File: src/rtl/seg_scan_if.sv
// Display bus bundle between the result registers (master) and the scan driver (slave).
interface seg_scan_if #(
   parameter int unsigned NUM_DIGITS = 4
) ();

   logic                    load;
   logic [4*NUM_DIGITS-1:0] data_in;
   logic [NUM_DIGITS-1:0]   dp_in;
   logic [NUM_DIGITS-1:0]   blank_in;
   logic                    lz_en;
   logic [6:0]              seg_out;
   logic                    dp_out;
   logic [NUM_DIGITS-1:0]   an_out;
   logic                    frame_tick;

   modport master (
      output load, data_in, dp_in, blank_in, lz_en,
      input  seg_out, dp_out, an_out, frame_tick
   );

   modport slave (
      input  load, data_in, dp_in, blank_in, lz_en,
      output seg_out, dp_out, an_out, frame_tick
   );

endinterface

File: src/rtl/seg_scan_driver.sv
// Multiplexed common-anode seven-segment driver: captures a packed hex word, scans one
// shared active-low segment bus across NUM_DIGITS digits with guard interval, per-digit
// dp/blanking and leading-zero suppression. All outputs are registered.
module seg_scan_driver #(
   parameter int unsigned NUM_DIGITS   = 4,
   parameter int unsigned REFRESH_DIV  = 50000,
   parameter int unsigned GUARD_CYCLES = 2
) (
   input logic       clk_in,
   input logic       rst,
   seg_scan_if.slave bus
);

   localparam int unsigned CntW = $clog2(REFRESH_DIV);
   localparam int unsigned IdxW = (NUM_DIGITS > 1) ? $clog2(NUM_DIGITS) : 1;

   localparam logic [CntW-1:0] CntMax   = CntW'(REFRESH_DIV - 1);
   localparam logic [CntW-1:0] GuardVal = CntW'(GUARD_CYCLES);
   localparam logic [IdxW-1:0] IdxMax   = IdxW'(NUM_DIGITS - 1);

   // Active-low {g,f,e,d,c,b,a}
   function automatic logic [6:0] hex_to_seg(input logic [3:0] h);
      logic [6:0] s;
      unique case (h)
         4'h0: s = 7'b1000000;
         4'h1: s = 7'b1111001;
         4'h2: s = 7'b0100100;
         4'h3: s = 7'b0110000;
         4'h4: s = 7'b0011001;
         4'h5: s = 7'b0010010;
         4'h6: s = 7'b0000010;
         4'h7: s = 7'b1111000;
         4'h8: s = 7'b0000000;
         4'h9: s = 7'b0010000;
         4'hA: s = 7'b0001000;
         4'hB: s = 7'b0000011;
         4'hC: s = 7'b1000110;
         4'hD: s = 7'b0100001;
         4'hE: s = 7'b0000110;
         4'hF: s = 7'b0001110;
         default: s = 7'b1111111;
      endcase
      return s;
   endfunction

   logic [4*NUM_DIGITS-1:0] data_q;
   logic [NUM_DIGITS-1:0]   dp_q;
   logic [NUM_DIGITS-1:0]   blank_q;
   logic [CntW-1:0]         cnt_q, cnt_d;
   logic [IdxW-1:0]         idx_q, idx_d;
   logic [6:0]              seg_q, seg_d;
   logic                    dp_out_q, dp_out_d;
   logic [NUM_DIGITS-1:0]   an_q, an_d;
   logic                    tick_q, tick_d;

   logic [NUM_DIGITS-1:0]   upper_zero;
   logic [NUM_DIGITS-1:0]   dark;
   logic                    run_zero;
   logic [3:0]              sel_nib;
   logic                    sel_dp;
   logic                    sel_dark;
   logic                    guard;

   // Holding registers capture the display word on the load strobe
   always_ff @(posedge clk_in or posedge rst) begin
      if (rst) begin
         data_q  <= '0;
         dp_q    <= '0;
         blank_q <= '0;
      end else if (bus.load) begin
         data_q  <= bus.data_in;
         dp_q    <= bus.dp_in;
         blank_q <= bus.blank_in;
      end
   end

   // upper_zero[k]: digits k..NUM_DIGITS-1 are all zero
   always_comb begin
      run_zero   = 1'b1;
      upper_zero = '0;
      for (int k = int'(NUM_DIGITS) - 1; k >= 0; k--) begin
         run_zero      = run_zero & (data_q[4*k +: 4] == 4'h0);
         upper_zero[k] = run_zero;
      end
   end

   // Per-digit dark mask; digit 0 is never zero-suppressed, lz_en is used live
   always_comb begin
      dark = blank_q;
      for (int k = 1; k < int'(NUM_DIGITS); k++) begin
         dark[k] = blank_q[k] | (bus.lz_en & upper_zero[k]);
      end
   end

   // Mux the currently scanned digit's nibble, dp request and dark flag
   always_comb begin
      sel_nib  = 4'h0;
      sel_dp   = 1'b0;
      sel_dark = 1'b0;
      for (int k = 0; k < int'(NUM_DIGITS); k++) begin
         if (idx_q == IdxW'(k)) begin
            sel_nib  = data_q[4*k +: 4];
            sel_dp   = dp_q[k];
            sel_dark = dark[k];
         end
      end
   end

   // Prescaler and digit index advance, plus next-state of the registered outputs
   always_comb begin
      cnt_d    = cnt_q + CntW'(1);
      idx_d    = idx_q;
      if (cnt_q == CntMax) begin
         cnt_d = '0;
         idx_d = (idx_q == IdxMax) ? '0 : idx_q + IdxW'(1);
      end

      guard    = (cnt_q < GuardVal);
      an_d     = '1;
      seg_d    = 7'h7F;
      dp_out_d = 1'b1;
      if (!guard) begin
         for (int k = 0; k < int'(NUM_DIGITS); k++) begin
            if (idx_q == IdxW'(k)) an_d[k] = 1'b0;
         end
         if (!sel_dark) begin
            seg_d    = hex_to_seg(sel_nib);
            dp_out_d = ~sel_dp;
         end
      end
      tick_d = (cnt_q == CntMax) && (idx_q == IdxMax);
   end

   // Scan state and output registers; reset blanks the display immediately
   always_ff @(posedge clk_in or posedge rst) begin
      if (rst) begin
         cnt_q    <= '0;
         idx_q    <= '0;
         seg_q    <= 7'h7F;
         dp_out_q <= 1'b1;
         an_q     <= '1;
         tick_q   <= 1'b0;
      end else begin
         cnt_q    <= cnt_d;
         idx_q    <= idx_d;
         seg_q    <= seg_d;
         dp_out_q <= dp_out_d;
         an_q     <= an_d;
         tick_q   <= tick_d;
      end
   end

   assign bus.seg_out    = seg_q;
   assign bus.dp_out     = dp_out_q;
   assign bus.an_out     = an_q;
   assign bus.frame_tick = tick_q;

endmodule

File: src/flat_wrapper.sv
// flat-port wrapper written by rule: the top's interface ports become plain ports
module seg_scan_driver_flat 
#(
   parameter int unsigned NUM_DIGITS   = 4,
   parameter int unsigned REFRESH_DIV  = 50000,
   parameter int unsigned GUARD_CYCLES = 2
)
  (clk_in, rst, bus_load, bus_data_in, bus_dp_in, bus_blank_in, bus_lz_en, bus_seg_out, bus_dp_out, bus_an_out, bus_frame_tick);
  seg_scan_if #(.NUM_DIGITS(NUM_DIGITS)) bus_i ();
  input logic clk_in;
  input logic rst;
  input wire logic [$bits(bus_i.load)-1:0] bus_load;
  input wire logic [$bits(bus_i.data_in)-1:0] bus_data_in;
  input wire logic [$bits(bus_i.dp_in)-1:0] bus_dp_in;
  input wire logic [$bits(bus_i.blank_in)-1:0] bus_blank_in;
  input wire logic [$bits(bus_i.lz_en)-1:0] bus_lz_en;
  output wire logic [$bits(bus_i.seg_out)-1:0] bus_seg_out;
  output wire logic [$bits(bus_i.dp_out)-1:0] bus_dp_out;
  output wire logic [$bits(bus_i.an_out)-1:0] bus_an_out;
  output wire logic [$bits(bus_i.frame_tick)-1:0] bus_frame_tick;
  assign bus_i.load = bus_load;
  assign bus_i.data_in = bus_data_in;
  assign bus_i.dp_in = bus_dp_in;
  assign bus_i.blank_in = bus_blank_in;
  assign bus_i.lz_en = bus_lz_en;
  assign bus_seg_out = bus_i.seg_out;
  assign bus_dp_out = bus_i.dp_out;
  assign bus_an_out = bus_i.an_out;
  assign bus_frame_tick = bus_i.frame_tick;
  seg_scan_driver #(.NUM_DIGITS(NUM_DIGITS), .REFRESH_DIV(REFRESH_DIV), .GUARD_CYCLES(GUARD_CYCLES)) u_core (.clk_in(clk_in), .rst(rst), .bus(bus_i));
endmodule
File: config.mk
export PLATFORM = sky130hd
export DESIGN_NAME = seg_scan_driver_flat
export DESIGN_NICKNAME = d
export VERILOG_FILES = /design/src/rtl/seg_scan_if.sv /design/src/rtl/seg_scan_driver.sv /design/src/flat_wrapper.sv
export SDC_FILE = /design/constraint.sdc
export NUM_CORES = 1
export LEC_CHECK = 0
export ABC_AREA = 1
export BUFFER_PORTS_ARGS = -buffer_cell sky130_fd_sc_hd__buf_4
export CELL_PAD_IN_SITES_DETAIL_PLACEMENT = 1
export CELL_PAD_IN_SITES_GLOBAL_PLACEMENT = 2
export CORE_MARGIN = 2
export CORE_UTILIZATION = 36
export DETAILED_ROUTE_END_ITERATION = 8
export PLACE_DENSITY = 0.89
export SYNTH_ARGS = -nofsm -noshare
export SYNTH_HDL_FRONTEND = slang
export SYNTH_SLANG_ARGS = --single-unit
File: constraint.sdc
create_clock -name clk_in -period 3.2 [get_ports clk_in]
set_clock_uncertainty 0.1 [all_clocks]
set_input_delay 0.16 -clock clk_in [delete_from_list [all_inputs] [get_ports clk_in]]
set_output_delay 0.16 -clock clk_in [all_outputs]
set_load 0.1 [all_outputs]
Word-level counts from Yosys, hierarchy flattened

Memories as Yosys holds them, arrays and structs flattened.
Cells that the tools add are included.
W data, S select, Z words.

Bitwise gates (word level): 9
Add/subtract/negate cells: 2
Equality and inequality tests: 4
$mul: 0
Mux-type cells: 23
Shift operators: 0
Reduce and logical (&&, ||, !) cells: 5
Order comparisons: 1
Divide/modulo/power cells: 0

Operators with widths:

| cell                    | count |
|---|---|
| $mux W4                 | 5 |
| $add A16 B1 Y16 const B | 1 |
| $eq A16 B16 Y1 const B  | 1 |
| $lt A16 B2 Y1 const B   | 1 |
| $mux W16                | 1 |
| $mux W1                 | 14 |
| $mux W7                 | 2 |
| $logic_not A4 Y1        | 3 |
| $and A1 B1 Y1           | 5 |
| $eq A2 B2 Y1 const B    | 2 |
| $or A1 B1 Y1            | 3 |
| $add A2 B1 Y2 const B   | 1 |
| $eq A2 B1 Y1 const B    | 1 |
| $logic_not A2 Y1        | 1 |
| $mux W2                 | 1 |
| $logic_and A1 B1 Y1     | 1 |
| $not A1 Y1              | 1 |

Logic and storage cells: 54
Bits in writable memories: 0
Latch bits: 0
ROM bits: 112
Register bits: 55
Memories: 1

Memory list:

| name            | depth | bits a word | rd ports | clocked after memory_dff | write ports | line                  | RTL |
|---|---|---|---|---|---|---|---|
| (no name shown) | 16    | 7           | 1        | 0                        | 0           | seg_scan_driver.sv:24 | `unique case (h)` |

Depth between registers and ports, before layout

Depth in word-level cells: 10
Depth in mapped cells: 16
Mapped depth without buffers: 15

Worst setup path before layout

Ideal clock, no wire load.

Path type: register -> register
Start: reg u_core.idx_q[1]
End: reg u_core.seg_q[1], in the netlist u_core.bus.seg_out[1]
Path buffers: 1
Cell stages (with the launch flop): 15
Arrival: 1.743 ns
Path slack: 1.267 ns
Data required time: 3.010 ns
Cells stage by stage: dfrtp_1 > inv_1 > ha_1 > buf_4 > nor2_2 > nand2_1 > nand2_1 > nand3_1 > nand2_1 > inv_1 > ha_1 > nand2_1 > nand2_1 > nand2_1 > nand2_1

Cells in the longest elaborated chain, start to end: 8
Elaborated cells on any way between the ends: 15
Classes of those cells: 3 x eq/ne; 10 x mux; 1 x reduce/logical; 1 x memory

RTL lines:

| element                   | line                   | RTL |
|---|---|---|
| from (decl)               | seg_scan_driver.sv:50  | `logic [IdxW-1:0] idx_q, idx_d;` |
| from (signal assigned)    | seg_scan_driver.sv:145 | `idx_q <= idx_d;` |
| $logic_not A2 Y1          | seg_scan_driver.sv:101 | `if (idx_q == IdxW'(k)) begin` |
| $mux W4 (4 in series)     | seg_scan_driver.sv:101 |  |
| $mem_v2 Z16 W7            | -                      |  |
| $mux W7 *                 | seg_scan_driver.sv:126 | `if (!sel_dark) begin` |
| $mux W7 *                 | seg_scan_driver.sv:122 | `if (!guard) begin` |
| named net u_core.seg_d[1] | seg_scan_driver.sv:51  | `logic [6:0] seg_q, seg_d;` |
| to (signal assigned)      | seg_scan_driver.sv:146 | `seg_q <= seg_d;` |
| to (decl)                 | seg_scan_driver.sv:51  |  |

Mark *: on every way through the listed nets, which the timed path passes. The rest lies on a longest branch.
A chain may end at the register's enable or synchronous reset.

Final worst setup path

Start: reg u_core.idx_q[0]
End: reg u_core.seg_q[6], in the netlist u_core.bus.seg_out[6]

Same word-level chain as after synthesis.

==> flow_summary.toml <==
[synth]
yosys.area_share.simple_pct = 26.8
synthTopCellsByArea = "dfrtp_1 (37%), nand2_1 (13%), dfstp_2 (11%), inv_1 (6.1%), ha_1 (4.8%)"
async_flop_share_pct = 100
syn_nets = 390
synthDistinctLibCells = 28
synthesis.area_per_instance_um2 = 8.21
netlist.area_leader.share_pct = 37.3
ys.warnings.count = 0
synth_xor_xnor_area_share_pct = 2.13
synthCells = 351
post_synth_fa_ha_maj_area_fraction_pct = 4.78
ys_dominant_reg_cell = "dfrtp_1"
netlist_area_mm2 = 0.00288
muxShareOfSynthArea_pct = 3.91
yosys.area.top_type = "dfrtp_1"
synth-compound-area-share_pct = 6.47
synth_top_family_by_area = "simple AND/OR/NAND/NOR gates"
synth_edf_count = 0
postSynthRegisterBits = 55
synth.yosys.seq_area_share_pct = 48.3

[clock_tree]
cts_resized = 0
cts-root-buf = "clkbuf_8"
tritoncts = "yes"
cts.sink_count = 55
cts_htree_levels = 2
path_clk_slew_ns = 0.09
numCtsBuffers = 5
clock_latency_ns = 0.31
ctsLongestPathBuffers = 2

[sta]
setup_viol = 0
final.setup.worst_slack_ns = 0.827
setup-tns-final_ns = 0
max_slew.worst_pin.slew_ns = 0.986
finalHoldViolations = 40
timing.hold.ws_ns = -0.0155
period_share_pct = 74.2
timing.final.max_slew_violations = 0
timing.max_slew.rel_slack_pct = 34.2
layout_min_cycle_time_ns = 2.37
rsz0062_at_grt = "false"
max_clk_rate_mhz = 421

[power]
netSwitchingFraction_pct = 31.6
power.share.sequential_pct = 52.2
share_clk_of_total_power_pct = 25.3
leak_pwr_nw = 1.77
power-per-cell-area_mw_per_mm2 = 409
power_mw = 1.48
power.share.combinational_pct = 22.5
internal-power_mw = 1.01
peakVddDrop_mv = 0.199
power.net_switching_uw = 466

[placement]
dp_hpwl_um = 5370
portBuffers = 40
post-place-cells = 487
gp_routability_congestion = 0.871
dpl_cell_area_mm2 = 0.00328
placement.setup.worst_slack_ns = 0.870

[hold_path]
holdCritPathClass = "input port to asynchronous set/reset pin"

[finish]
instances_no_fill = 519
filler_cell_count = 932
fraction_of_final_layout_cells_sized_beyond_drive_strength_1_pct = 19.4
postLayoutCoreUtil_pct = 46.7
insertedDiodeCount = 0
synthToLayoutAreaGrowth_pct = 25.1
final_design_area_no_fill_mm2 = 0.00361
num-nets-final = 455

[die]
placeableCoreArea_mm2 = 0.00773
design.die.area_mm2 = 0.00874
ioPinCount = 41
placement_rows = 32
initial_utilization_pct = 37.3
die-width_um = 93.5
chipHeight_um = 93.5

[critical_path]
kind_of_end_point_of_the_critical_path = "flop"
timing.critical_path.fanout_max = 11
cp.required_ns = 3.33
crit_top_cell = "nand2_1"
path_class = "flop to flop"
end_of_the_worst_register_to_register_path = "u_core.bus.seg_out[6]"
cp_slowest_cell = "dfrtp_1"
timing.critical_path.arrival_ns = 2.50
timing.critical_path.max_delay_family = "adder cells"
critPathMaxStageDelay_ns = 0.42
worst-r2r-cell-count = 12
rrSetupSlack_ns = 0.83
worst_setup_path_start_kind = "flop"
r2r-start = "u_core.idx_q[0]"
sum_of_buffers_and_inverters_on_the_critical_path = 3
cell_count_along_the_critical_path = 12
timing.critical_path.cells = "inv_1, ha_1, inv_1, nand2_1, nand2_1, nand2_1, inv_1, ha_1, nand3_1, nand2_1, a21oi_1, nand2_1"

[global_route]
first_global_vias = 2676
grt_overflow = 0
grt_antenna_before_repair = 0
global_route_wire_length_before_repair_um = 12800
grt_use_total_pct = 18.5
largest_net_degree_at_the_start_of_global_routing = 49

[routing]
drtIter0Drc = 100
route.detailed.wl_per_inst_um = 14.0
wl_um = 7260
drc = 0
antenna_violating_nets_post_route = 0
drt_pre_antenna_iters = 4
dr_total_vias = 2469
vias_per_cell = 4.76

[status]
violations = "negative hold slack"
run_status = "complete, but fails checks"

[job]
maxCapViolations = 0
[what timing repair did]
item                      4_1_cts  5_1_grt
hold endpoints to repair       24        0
hold buffers                   24        0
buffers inserted                0        0
[synth_stat cells, types with 4 or more instances]
cell and n:
xor2_1 7, nor3_1 7, clkbuf_1 4, nor4_1 4, nor2_1 28, nand2_1 97
dfrtp_1 43, a21oi_1 15, o21ai_0 16, ha_1 11, nand4_1 9, nand3_1 21
dfstp_2 12, mux2_2 10, inv_1 47
[worst register-to-register path, stage by stage (launching register included)]
cell and delay, ns:
dfrtp_1 0.42, inv_1 0.13, ha_1 0.41, inv_1 0.18, nand2_1 0.10, nand2_1 0.05
nand2_1 0.17, inv_1 0.13, ha_1 0.23, nand3_1 0.13, nand2_1 0.08, a21oi_1 0.12
nand2_1 0.06
[worst max path at each step]
| stage | start | end |
|---|---|---|
| global route | u_core.idx_q[0] | u_core.bus.seg_out[6] |
| CTS | u_core.idx_q[0] | u_core.bus.seg_out[6] |
| detailed placement | u_core.idx_q[0] | u_core.bus.seg_out[6] |
| finish | u_core.idx_q[0] | u_core.bus.seg_out[6] |
| floorplan | u_core.idx_q[1] | u_core.bus.seg_out[1] |
| global placement | u_core.idx_q[0] | u_core.bus.seg_out[6] |
[cell type report]
| type | count | area [µm²] | area share [%] |
|---|---|---|---|
| clock buffer | 7 | 76.3 | 2.12 |
| timing repair buffer | 65 | 548 | 15.2 |
| multi-input combinational | 239 | 1270 | 35.2 |
| tap | 102 | 128 | 3.54 |
| inverter | 50 | 188 | 5.20 |
| sequential | 55 | 1390 | 38.6 |
| clock inverter | 1 | 5.00 | 0.139 |
[kinds of logic after synthesis]
logic type / after synthesis
mux: 10
simple gates: 175
xor+xnor: 7
fa+ha+maj: 11
compound gates: 36
flops: 55
buf+inv: 57
[registers in the layout, indices dropped and copies added (netlist names)]
name,count
u_core.blank_q,4
u_core.bus.an_out,4
u_core.bus.dp_out,1
u_core.bus.frame_tick,1
u_core.bus.seg_out,7
u_core.cnt_q,16
u_core.data_q,16
u_core.dp_q,4
u_core.idx_q,2
[per-layer routing]
| layer | vias to the layer above | share of wire (%) | routed length, µm | global-route usage, % |
|---|---|---|---|---|
| met1 | 1171 | 49 | 3560 | 25.9 |
| met2 | 41 | 46 | 3350 | 29.6 |
| met4 | 0 | 1.6 | 113 | 5.76 |
| li1 | 1247 | - | - | - |
| met3 | 10 | 3.3 | 238 | 2.50 |
| met5 | - | 0 | 0 | 0 |
[cells in the final DEF, fill, tap and decap left out, drive strengths merged]
cell	n
o31ai	1
xor2	7
nor3b	1
clkinv	1
nor3	8
o21ai	18
dfrtp	43
ha	11
dfstp	12
nand4	9
clkbuf	7
nor4	5
dlygate4sd3	24
inv	50
mux2	10
nand3	21
a21oi	15
nor2	31
a31oi	1
a22oi	1
nand2	100
buf	41
[power by group through the flow]
| stage | combinational (mW) | clock [mW] | sequential (mW) |
|---|---|---|---|
| global route | 0.363 | 0.419 | 0.776 |
| floorplan | 0.115 | 0 | 0.890 |
| detailed placement | 0.310 | 0 | 0.784 |
| CTS | 0.334 | 0.390 | 0.772 |
| finish | 0.332 | 0.373 | 0.771 |
| global placement | 0.306 | 0 | 0.784 |
No activity file was read; power rests on OpenSTA's default activity.
